`src/rtl/avl_biu_1n_ordered.sv`:
```
// avl_biu_1n_ordered: 1-to-N Avalon-style bus interface unit with in-order
// read return. Requests are decoded against a prefix address map and forwarded
// with zero added latency; outstanding reads are tracked so that responses
// can only come from the slave currently owning the read stream.
// Optional build macro: AVL_BIU_DECERR_EN -- unmapped accesses go to an
// internal error pseudo-slave (reads return 0xDEADBEEF, dec_err pulses)
// instead of being routed to slave 0.

// Per-slave prefix comparator: hit when the top plen bits of addr equal base.
module avl_biu_1n_ordered_match #(
  parameter int ADDR_W = 32
) (
  input  logic [ADDR_W-1:0] addr,
  input  logic [ADDR_W-1:0] base,
  input  logic [5:0]        plen,
  output logic              hit
);
  logic [ADDR_W-1:0] mask;

  // Mask covering the plen most significant bits; plen=0 matches everything.
  always_comb begin
    mask = '0;
    for (int b = 0; b < ADDR_W; b++)
      if (b >= ADDR_W - int'(plen)) mask[b] = 1'b1;
    hit = ((addr ^ base) & mask) == '0;
  end
endmodule

module avl_biu_1n_ordered #(
  parameter int SLAVE_NUM = 4,
  parameter int ADDR_W    = 32,
  parameter int DATA_W    = 32,
  parameter int MAX_OUTST = 2,
  parameter logic [SLAVE_NUM*ADDR_W-1:0] MAP_BASE =
    {32'hE000_0000, 32'hC000_0000, 32'h8000_0000, 32'h0000_0000},
  parameter logic [SLAVE_NUM*6-1:0] MAP_PLEN = {6'd3, 6'd3, 6'd2, 6'd1}
) (
  input  logic                            clk,
  input  logic                            rest,
  input  logic [ADDR_W-1:0]               s_address,
  input  logic [DATA_W/8-1:0]             s_byteenable,
  input  logic                            s_read,
  input  logic                            s_write,
  input  logic [DATA_W-1:0]               s_writedata,
  output logic                            s_waitrequest,
  output logic [DATA_W-1:0]               s_readdata,
  output logic                            s_readdatavalid,
  output logic [SLAVE_NUM*ADDR_W-1:0]     m_address,
  output logic [SLAVE_NUM*DATA_W/8-1:0]   m_byteenable,
  output logic [SLAVE_NUM*DATA_W-1:0]     m_writedata,
  output logic [SLAVE_NUM-1:0]            m_read,
  output logic [SLAVE_NUM-1:0]            m_write,
  input  logic [SLAVE_NUM-1:0]            m_waitrequest,
  input  logic [SLAVE_NUM*DATA_W-1:0]     m_readdata,
  input  logic [SLAVE_NUM-1:0]            m_readdatavalid,
  output logic                            dec_err,
  output logic                            spur_rsp
);
  // Select ids run 0..SLAVE_NUM so the error pseudo-slave has its own code.
  localparam int SW = $clog2(SLAVE_NUM + 1);
  localparam int OW = $clog2(MAX_OUTST + 1);
  localparam logic [OW-1:0] OUTST_MAX = OW'(MAX_OUTST);

  logic [SLAVE_NUM-1:0] hit;
  logic [SW-1:0]        sel;
  logic                 stall;
  logic                 wait_sel;
  logic                 rd_acc;
  logic                 wr_acc;
  logic                 rsp_vld;
  logic [DATA_W-1:0]    rsp_data;
  logic [SLAVE_NUM-1:0] legal_rsp;

  logic [OW-1:0] outst_q, outst_d;
  logic [SW-1:0] cur_sel_q, cur_sel_d;
  logic          spur_q, spur_d;
`ifdef AVL_BIU_DECERR_EN
  localparam logic [SW-1:0] ERR_ID = SW'(SLAVE_NUM);
  logic sel_err;
  logic dec_pend_q, dec_pend_d;
`endif

  genvar g;
  generate
    for (g = 0; g < SLAVE_NUM; g++) begin : g_dec
      avl_biu_1n_ordered_match #(.ADDR_W(ADDR_W)) u_match (
        .addr (s_address),
        .base (MAP_BASE[g*ADDR_W +: ADDR_W]),
        .plen (MAP_PLEN[g*6 +: 6]),
        .hit  (hit[g])
      );
    end
  endgenerate

  // Request fields are broadcast; only the strobes are steered.
  assign m_address    = {SLAVE_NUM{s_address}};
  assign m_byteenable = {SLAVE_NUM{s_byteenable}};
  assign m_writedata  = {SLAVE_NUM{s_writedata}};

  // Decode (lowest index wins), ordering stall and strobe steering.
  always_comb begin
`ifdef AVL_BIU_DECERR_EN
    sel = ERR_ID;
`else
    sel = '0;
`endif
    for (int i = SLAVE_NUM - 1; i >= 0; i--)
      if (hit[i]) sel = SW'(i);
`ifdef AVL_BIU_DECERR_EN
    sel_err = (sel == ERR_ID);
`endif
    // Switching slaves is only safe once every read has returned; a full
    // counter blocks new reads even if a response lands this cycle.
    stall = ((outst_q != '0) && (sel != cur_sel_q)) ||
            (s_read && (outst_q == OUTST_MAX));
    wait_sel = 1'b0;
    m_read   = '0;
    m_write  = '0;
    for (int i = 0; i < SLAVE_NUM; i++)
      if (sel == SW'(i)) begin
        wait_sel   = m_waitrequest[i];
        m_read[i]  = s_read & ~stall;
        m_write[i] = s_write & ~stall;
      end
    s_waitrequest = stall | wait_sel;
    rd_acc = s_read & ~s_waitrequest;
    wr_acc = s_write & ~s_waitrequest;
  end

  // Response routing from the owning slave, spurious detection, next state.
  always_comb begin
    rsp_vld   = 1'b0;
    rsp_data  = '0;
    legal_rsp = '0;
    for (int i = 0; i < SLAVE_NUM; i++)
      if ((cur_sel_q == SW'(i)) && (outst_q != '0)) begin
        legal_rsp[i] = 1'b1;
        if (m_readdatavalid[i]) begin
          rsp_vld  = 1'b1;
          rsp_data = m_readdata[i*DATA_W +: DATA_W];
        end
      end
`ifdef AVL_BIU_DECERR_EN
    // Error reads always answer exactly one cycle after acceptance.
    if (dec_pend_q) begin
      rsp_vld  = 1'b1;
      rsp_data = {DATA_W/32{32'hDEAD_BEEF}};
    end
    dec_pend_d = rd_acc & sel_err;
    dec_err    = (rd_acc | wr_acc) & sel_err & ~rest;
`else
    dec_err = 1'b0;
`endif
    s_readdatavalid = rsp_vld;
    s_readdata      = rsp_data;
    spur_d = spur_q | (|(m_readdatavalid & ~legal_rsp));
    outst_d = outst_q;
    if (rd_acc && !rsp_vld)      outst_d = outst_q + 1'b1;
    else if (!rd_acc && rsp_vld) outst_d = outst_q - 1'b1;
    cur_sel_d = rd_acc ? sel : cur_sel_q;
  end

  assign spur_rsp = spur_q;

  // State registers.
  always_ff @(posedge clk or posedge rest) begin
    if (rest) begin
      outst_q    <= '0;
      cur_sel_q  <= '0;
      spur_q     <= 1'b0;
`ifdef AVL_BIU_DECERR_EN
      dec_pend_q <= 1'b0;
`endif
    end else begin
      outst_q    <= outst_d;
      cur_sel_q  <= cur_sel_d;
      spur_q     <= spur_d;
`ifdef AVL_BIU_DECERR_EN
      dec_pend_q <= dec_pend_d;
`endif
    end
  end
endmodule

```
`config.mk`:
```
export PLATFORM = sky130hd
export DESIGN_NAME = avl_biu_1n_ordered
export DESIGN_NICKNAME = d
export VERILOG_FILES = /design/src/rtl/avl_biu_1n_ordered.sv
export SDC_FILE = /design/constraint.sdc
export NUM_CORES = 1
export LEC_CHECK = 0
export ABC_AREA = 1
export BUFFER_PORTS_ARGS = -buffer_cell sky130_fd_sc_hd__buf_4
export CORE_AREA = 4 4 201 203
export DETAILED_ROUTE_END_ITERATION = 12
export DIE_AREA = 0 0 205 207
export HOLD_SLACK_MARGIN = 0.03
export PLACE_DENSITY = 0.58
export REMOVE_ABC_BUFFERS = 1
export SKIP_LAST_GASP = 1
export SLEW_MARGIN = 20
export SYNTH_ARGS = -nofsm -noshare
export SYNTH_HDL_FRONTEND = slang
export SYNTH_HIERARCHICAL = 1
export SYNTH_SLANG_ARGS = --single-unit
```
`constraint.sdc`:
```
create_clock -name clk -period 6.8 [get_ports clk]
set_input_delay 2.04 -clock clk [delete_from_list [all_inputs] [get_ports clk]]
set_output_delay 2.04 -clock clk [all_outputs]
set_load 0.1 [all_outputs]
```
=== After elaboration in Yosys (flattened, before gate mapping) ===
Cells that the tools add are included.

* Flip-flop bits (word level): 6
* Output and inout port bits: 316
* Logic and storage cells: 83

* Eq/ne operators: 8
* Add/subtract/negate cells: 2
* Bitwise operators: 12
* Reductions and logical operators: 20
* Multiplexer cells: 38

{| class="wikitable"
|+ Operators with widths
! cell !! number
|-
| $mux 32 || 8
|-
| $logic_not 32->1 || 4
|-
| $mux 1 || 24
|-
| $eq 3x2->1 const B || 4
|-
| $mux 3 || 3
|-
| $logic_and 1x1->1 || 8
|-
| $eq 3x1->1 const B || 2
|-
| $logic_not 3->1 || 2
|-
| $mux 2 || 3
|-
| $and 4x4->4 || 1
|-
| $not 4->4 || 1
|-
| $reduce_bool 2->1 || 2
|-
| $reduce_or 4->1 || 1
|-
| $and 1x1->1 || 3
|-
| $ne 3x3->1 || 1
|-
| $not 1->1 || 3
|-
| $not 3->3 || 1
|-
| $add 2x1->2 const B || 1
|-
| $eq 2x2->1 const B || 1
|-
| $logic_not 1->1 || 2
|-
| $not 2->2 || 1
|-
| $or 1x1->1 || 2
|-
| $sub 2x1->2 const B || 1
|-
| $logic_or 1x1->1 || 1
|}

=== Depth between registers and ports, before layout ===
Gate-level depths: netlist (run 1).

* Depth after elaboration: 18
* Gate-level depth with buffers: 35
* Mapped depth without buffers: 33

=== Hierarchy ===
The synthesis (run 1) kept the hierarchy.

{| class="wikitable"
|+ Modules (own cells, without submodules)
! module !! cells an instance !! area each (um^2) !! instances
|-
| avl_biu_1n_ordered_match || 263 || 1508.9 || 4
|-
| avl_biu_1n_ordered || 562 || 3562.2 || 1
|}

=== Worst setup path after synthesis (run 1) ===
OpenSTA, ideal clock, no wires.

* Kind: input -> output
* Start: input port s_address[29]
* End: output port m_read[0]
* Stages: 15
* Arrival: 4.716 ns
* Buffers on the path: 0
* Required time: 4.760 ns
* Setup slack: 0.044 ns
* Path through: xnor2_1 > nor2_1 > a21oi_2 > nand2_1 > nor2_1 > nand3_1 > nor2_1 > inv_1 > nand2_1 > nand3_1 > nand2_1 > nand2_1 > o21bai_1 > nand2_1 > nor2_1

* Longest elaborated chain between the ends: 12

{| class="wikitable"
|+ RTL lines
! what !! RTL line !! text
|-
| start: declaration || 40 || <nowiki>input logic [ADDR_W-1:0] s_address,</nowiki>
|-
| $not 3->3 (no source line) * || - ||
|-
| $logic_not 32->1 * || 25 || <nowiki>hit = ((addr ^ base) & mask) == '0;</nowiki>
|-
| named net hit[3] || 64 || <nowiki>logic [SLAVE_NUM-1:0] hit;</nowiki>
|-
| $mux 2 * || 108 || <nowiki>if (hit[i]) sel = SW'(i);</nowiki>
|-
| $mux 3 * (3 in a row) || 108 ||
|-
| $ne 3x3->1 || 114 || <nowiki>stall = ((outst_q != '0) && (sel != cur_sel_q)) ||</nowiki>
|-
| $logic_and 1x1->1 || 114 ||
|-
| $logic_or 1x1->1 || 114 ||
|-
| $not 1->1 || 122 || <nowiki>m_read[i] = s_read & ~stall;</nowiki>
|-
| $and 1x1->1 || 122 ||
|-
| $mux 1 * || 120 || <nowiki>if (sel == SW'(i)) begin</nowiki>
|-
| end: declaration || 51 || <nowiki>output logic [SLAVE_NUM-1:0] m_read,</nowiki>
|}

Mark *: on every way through the listed nets, which the timed path passes. The rest lies on a longest branch.

=== Final worst setup path (run 1) ===
* Start: input port s_address[31]
* End: output port m_read[3]

The elaborated chain is that of the path after synthesis.

==> results of run 1 <==
## kinds of logic (layout without fill, tap and decap cells)
| logic type | count (synthesis) | count (layout) |
|---|---|---|
| fa+ha+maj | 13 | 13 |
| other cells | 2 | 213 |
| simple gates | 839 | 839 |
| xor+xnor | 130 | 130 |
| compound gates | 183 | 183 |
| buf+inv | 442 | 479 |
| flops | 5 | 5 |
## flip-flops by register name, summed over array words and instances (netlist names)
signal	count
outst_q	2
spur_rsp	1
cur_sel_q	2
## placed cells by master, fill, tap and decap left out, types with 14 or more instances in the layout
master   count
a21oi_1     76
buf_4      348
conb_1     213
inv_1      101
inv_2       18
nand2_1    439
nand2_2     51
nand2_4     28
nand3_1     86
nand3_2     16
nand4_1     32
nor2_1     128
nor3_1      14
o21ai_0     34
o21ai_1     20
o22ai_1     31
xnor2_1     14
xor2_1     116
## area by class of cell
class / instances / area [µm²]
Clock buffer: 4 / 78.8
Tap cell: 518 / 648
Inverter: 127 / 497
Multi-Input combinational cell: 1378 / 7350
Fill cell: 4302 / 27200
Timing Repair Buffer: 348 / 2610
Sequential cell: 5 / 125
## stage by stage
| stage | cell area, µm² | power (mW) | utilization, % |
|---|---|---|---|
| after floorplan | 7970 | 0.783 | - |
| after global placement | 11200 | 1.36 | 29.2 |
| after detailed placement | 11200 | 1.37 | 29.2 |
| after CTS | 11300 | 1.47 | 29.4 |
| after global routing | 11300 | 1.63 | 29.4 |
| final | 11300 | 1.54 | 29.4 |
## how the worst min path moves through the flow
stage	from	end	slack [ps]	cells past startpoint
2_1_floorplan	outst_q[1]	outst_q[1]	500	1
3_3_place_gp	outst_q[1]	outst_q[1]	520	1
3_5_place_dp	spur_rsp	spur_rsp	520	2
4_1_cts	spur_rsp	spur_rsp	530	2
5_1_grt	spur_rsp	spur_rsp	550	2
6_report	spur_rsp	spur_rsp	520	2
## worst max-delay path: stages
cell and delay, ps:
buf_4 160, xor2_1 80, nand2_1 60, a21boi_1 150, nand2_1 60, nor2_1 160
nand3_1 100, nor2_1 270, inv_1 70, nand2_1 110, nand3_1 90, nand2_1 70
nand2_1 50, o21bai_1 250, nand2_1 170, nor2_1 190, buf_4 320
## routing by layer
metal / part of all wire [%] / wire length (µm) / up-vias / global-route usage [%]
met5: 0.42 / 165 / - / 4.49
met4: 0.88 / 348 / 4 / 1.62
met3: 12 / 4590 / 34 / 7.55
met2: 42 / 16500 / 449 / 25.3
met1: 45 / 17800 / 4519 / 24.1
li1: - / - / 5137 / -
## report_power, final
group | internal [mW] | switching, mW | leakage [nW]
Sequential | 0.0367 | 0.00836 | 0.0601
Clock | 0.0778 | 0.0204 | 0.0382
Combinational | 0.356 | 1.04 | 6.40
Total | 0.470 | 1.07 | 6.50
==> impl_metrics.json, run 1 <==
{
  "status": "complete, no violations",
  "wl_per_cell_um": 16.6,
  "synth_edf_count": 0,
  "crit_path_start_kind": "primary input",
  "drt_iter0_markers": 652,
  "ys.flop_type": "dfrtp_1",
  "cap_violations": 0,
  "synthTopCellsByArea": "buf_4, nand2_1, xor2_1, nor2_1, nand3_1",
  "hold_ws_ps": 524,
  "routed_wl_um": 39400,
  "first_global_vias": 9374,
  "dp_hpwl_um": 32700,
  "area_growth_syn_to_layout_pct": 17.9,
  "cts-buffers-inserted": 3,
  "period_minus_slack_ps": 6460,
  "timing.fmax_mhz": 155,
  "yosys_register_bits": 5,
  "route.detailed.drc": 0,
  "die_w_um": 205,
  "netlist_area_um2": 9600,
  "synthDistinctLibCells": 36,
  "h-tree-depth": 1,
  "clk_pin_slew_worst_paths_ps": 30,
  "post-place-ws_ps": 376,
  "grt_antenna_before_repair": 0,
  "grt_usage_pct": 17.3,
  "firstDrtPassIters": 5,
  "r2r_start": "outst_q[0]",
  "layout-drive-gt1-share_pct": 28.6,
  "synth_mux_area_share_pct": 0,
  "die-height_um": 207,
  "numPortBuffers": 342,
  "fin_skew_ps": 1.37,
  "fp-row-count": 72,
  "drt-vias-per-instance": 4.26,
  "cp.required_ps": 4760,
  "synthXorXnorAreaFrac_pct": 11.9,
  "drv_slew": 0,
  "cts_setup_buffers": 0,
  "yosysTopAreaCell": "buf_4",
  "core_um2": 38500,
  "hp-class": "reg -> reg",
  "setup_viol": 0,
  "cts_tree": "built",
  "syn_area_per_cell_um2": 5.95,
  "ioPinCount": 524,
  "ys_seq_area_share_pct": 1.30,
  "synth_adder_area_share_pct": 1.69,
  "p_leak_nw": 6.50,
  "cp_max_fo": 8,
  "cp-endpoint": "m_read[3]",
  "worstMarginPinSlew_ps": 691,
  "reg2reg_slack_ps": 4370,
  "synth.most_common_cell": "nand2_1",
  "hold_viol": 0,
  "numClockSinks": 5,
  "die_area_um2": 42400,
  "reg2reg_to": "outst_q[1]",
  "setup_tns_ps": 0,
  "finish.net_count": 2084,
  "worstPathArrival_ps": 4420,
  "slew_headroom_pct": 53.8,
  "synth_async_sr_flop_share_pct": 100,
  "routabilityCongestion": 0.878,
  "r2r_cells": 9,
  "synthTopCellsByCount": "nand2_1, buf_4, nor2_1",
  "peakVddDrop_uv": 77.3,
  "detail-route-antenna-nets": 0,
  "grt_overflow": 0,
  "synthCells": 1614,
  "grt_pass1_wl_um": 57700,
  "period_share_pct": 95.0,
  "yosys_warnings": 6,
  "vias": 10100,
  "stdcell_count": 2380,
  "postCtsResizedCells": 0,
  "powerDensity_nw_per_um2": 136,
  "start_util_pct": 25.0,
  "synthSimpleGateAreaFrac_pct": 44.0,
  "crit_start": "s_address[31]",
  "crit_type": "in -> out",
  "ctsHoldBuffers": 0,
  "yosysTopAreaCellShare_pct": 21.9,
  "worstSkewPairLatency_ps": 230,
  "synth_compound_area_share_pct": 10.7,
  "rsz0062_at_grt": "false",
  "grt_max_degree": 58,
  "layout_setup_ws_ps": 338,
  "crit_path_end_kind": "output pin",
  "num_antenna_cells": 0,
  "cts_root_buf": "clkbuf_16",
  "post-place-cells": 2376,
  "synth_top_family_by_area": "simple AND/OR/NAND/NOR gates",
  "cts_buffer_depth": 2
}
Power figures use the tool's default switching activity.
==> run 2: changes to the inputs <==
--- a/config.mk
+++ b/config.mk
@@ -10,8 +10,9 @@
 export CORE_AREA = 4 4 201 203
 export DETAILED_ROUTE_END_ITERATION = 12
 export DIE_AREA = 0 0 205 207
+export GPL_ROUTABILITY_DRIVEN = 0
 export HOLD_SLACK_MARGIN = 0.03
-export PLACE_DENSITY = 0.58
+export PLACE_DENSITY_LB_ADDON = 0.1
 export REMOVE_ABC_BUFFERS = 1
 export SKIP_LAST_GASP = 1
 export SLEW_MARGIN = 20
==> run 2 against run 1 <==
Against the previous run:
- fmax is 1.1% higher
- worst hold slack better by 7.9 ps
- die area unchanged
- first-iteration DRC count shrank 20%
- largest power group unchanged
- sequential power hardly changed
- cell area grew 0.18%
- register-to-register slack got worse by 140 ps
- critical endpoint is now m_read[1]
- flip-flop and latch count unchanged
- total power is 0.70% higher
- highest routed layer unchanged
- clock skew up 0.81 ps
==> impl_metrics.json, run 2 (synthesis results as in run 1) <==
{
  "route.detailed.drc": 0,
  "finish.net_count": 2085,
  "seqPwrFrac_pct": 2.9,
  "hp-class": "reg -> reg",
  "seqCellArea_um2": 125,
  "cts_tree": "built",
  "die_w_um": 205,
  "h-tree-depth": 1,
  "met2_wirelength_um": 18000,
  "cp_max_fo": 8,
  "die-height_um": 207,
  "final_common_cell": "nand2_1",
  "worstPathArrival_ps": 4350,
  "cts_setup_buffers": 0,
  "numClockSinks": 5,
  "core_um2": 38500,
  "crit_path_start_kind": "primary input",
  "grt_overflow": 0,
  "powerDensity_nw_per_um2": 137,
  "reg2reg_slack_ps": 4230,
  "layout_setup_ws_ps": 410,
  "firstDrtPassIters": 4,
  "die_area_um2": 42400,
  "num-fill-cells": 4451,
  "fin_area_um2": 11300,
  "grt_antenna_before_repair": 0,
  "fp-row-count": 72,
  "hold_viol": 0,
  "p_int_uw": 473,
  "pwr-share-comb_pct": 90.9,
  "layout-drive-gt1-share_pct": 28.8,
  "period_share_pct": 94.0,
  "swShare_pct": 69.4,
  "vias": 10000,
  "fin_skew_ps": 2.18,
  "drt_iter0_markers": 522,
  "multi_input_area_um2": 7360,
  "drv_slew": 0,
  "setup_tns_ps": 0,
  "crit_path_end_kind": "output pin",
  "grt_pass1_wl_um": 62200,
  "netSwitchingPower_mw": 1.07,
  "cp.required_ps": 4760,
  "cts_buffer_depth": 2,
  "numPortBuffers": 342,
  "wl_per_cell_um": 17.8,
  "detail-route-antenna-nets": 0,
  "drt-vias-per-instance": 4.21,
  "slew_headroom_pct": 46.2,
  "hold_depth": 1,
  "routed_wl_um": 42400,
  "period_minus_slack_ps": 6390,
  "pwr-share-clk_pct": 6.2,
  "totalPowerFinal_mw": 1.55,
  "setup_viol": 0,
  "cts-buffers-inserted": 3,
  "timing.fmax_mhz": 156,
  "wl_met3_um": 3830,
  "hold_path_end": "outst_q[1]",
  "r2r_cells": 9,
  "worstHoldStart": "outst_q[1]",
  "final_cell_mix": "nand2_1, buf_4, conb_1, nor2_1, xor2_1",
  "cap_violations": 0,
  "num_antenna_cells": 0,
  "p_leak_nw": 6.50,
  "peakVddDrop_uv": 74.0,
  "status": "complete, no violations",
  "dp_hpwl_um": 35200,
  "crit_type": "in -> out",
  "r2r_start": "outst_q[0]",
  "met1Wirelength_um": 19900,
  "first_global_vias": 9638,
  "ioPinCount": 524,
  "cts_root_buf": "clkbuf_16",
  "grt_max_degree": 58,
  "grt_usage_pct": 18.9,
  "area_growth_syn_to_layout_pct": 18.1,
  "clk_pin_slew_worst_paths_ps": 30,
  "place_area_um2": 11200,
  "rsz0062_at_grt": "false",
  "worstSkewPairLatency_ps": 230,
  "post-place-ws_ps": 225,
  "worstMarginPinSlew_ps": 801,
  "start_util_pct": 25.0,
  "highest_layer": "met5",
  "reg2reg_to": "outst_q[1]"
}
==> run 2: power groups by stage <==
stage          clock [mW]  combinational, mW  sequential [mW]
2_1_floorplan           0              0.739           0.0443
3_3_place_gp            0               1.33           0.0448
3_5_place_dp            0               1.33           0.0452
4_1_cts            0.0991               1.34           0.0449
5_1_grt             0.100               1.50           0.0451
6_report           0.0966               1.41           0.0447
==> run 2: per-stage QoR <==
| step | cells | hold WS [ps] | utilization [%] |
|---|---|---|---|
| 6_report | 2381 | 532 | 29.5 |
| 3_3_place_gp | 2377 | 522 | 29.2 |
| 4_1_cts | 2381 | 529 | 29.4 |
| 3_5_place_dp | 2377 | 522 | 29.2 |
| 2_1_floorplan | 1510 | 503 | - |
| 5_1_grt | 2381 | 538 | 29.5 |
==> run 2: worst max path at each step <==
stage	startpoint	to	cells after the start
detailed placement	s_address[31]	m_read[1]	17
floorplan	s_address[29]	m_read[0]	15
global placement	s_address[31]	m_read[1]	17
CTS	s_address[29]	m_read[1]	17
global route	s_address[31]	m_read[1]	17
finish	s_address[29]	m_read[1]	17
==> run 2: routing by layer <==
| layer | vias to the layer above | GRT usage, % |
|---|---|---|
| met2 | 385 | 28.6 |
| met5 | - | 4.38 |
| met1 | 4470 | 26.7 |
| li1 | 5124 | - |
| met3 | 30 | 6.37 |
| met4 | 5 | 1.85 |
==> run 2: worst max-delay path: stages <==
cell and delay [ps]:
buf_4 160, xnor2_1 130, nor2_1 70, a21oi_2 100, nand2_1 60, nor2_1 220, nand3_1 120, nor2_2 220
inv_1 60, nand2_1 110, nand3_1 100, nand2_1 70, nand2_1 60, o21bai_2 190, nand2_1 140, nor2_1 220
buf_6 260
==> run 2: cell type report <==
type / count / share of cell area (%)
multi-input combinational: 1378 / 64.9
timing repair buffer: 349 / 23.2
tap: 518 / 5.72
inverter: 127 / 4.38
sequential: 5 / 1.10
clock buffer: 4 / 0.696
==> run 2: what timing repair did <==
action / 4_1_cts / 5_1_grt
hold endpoints to repair: 0 / 0
gates resized for setup: 0 / 4
endpoints found under the setup margin: 0 / 7
hold buffers: 0 / 0
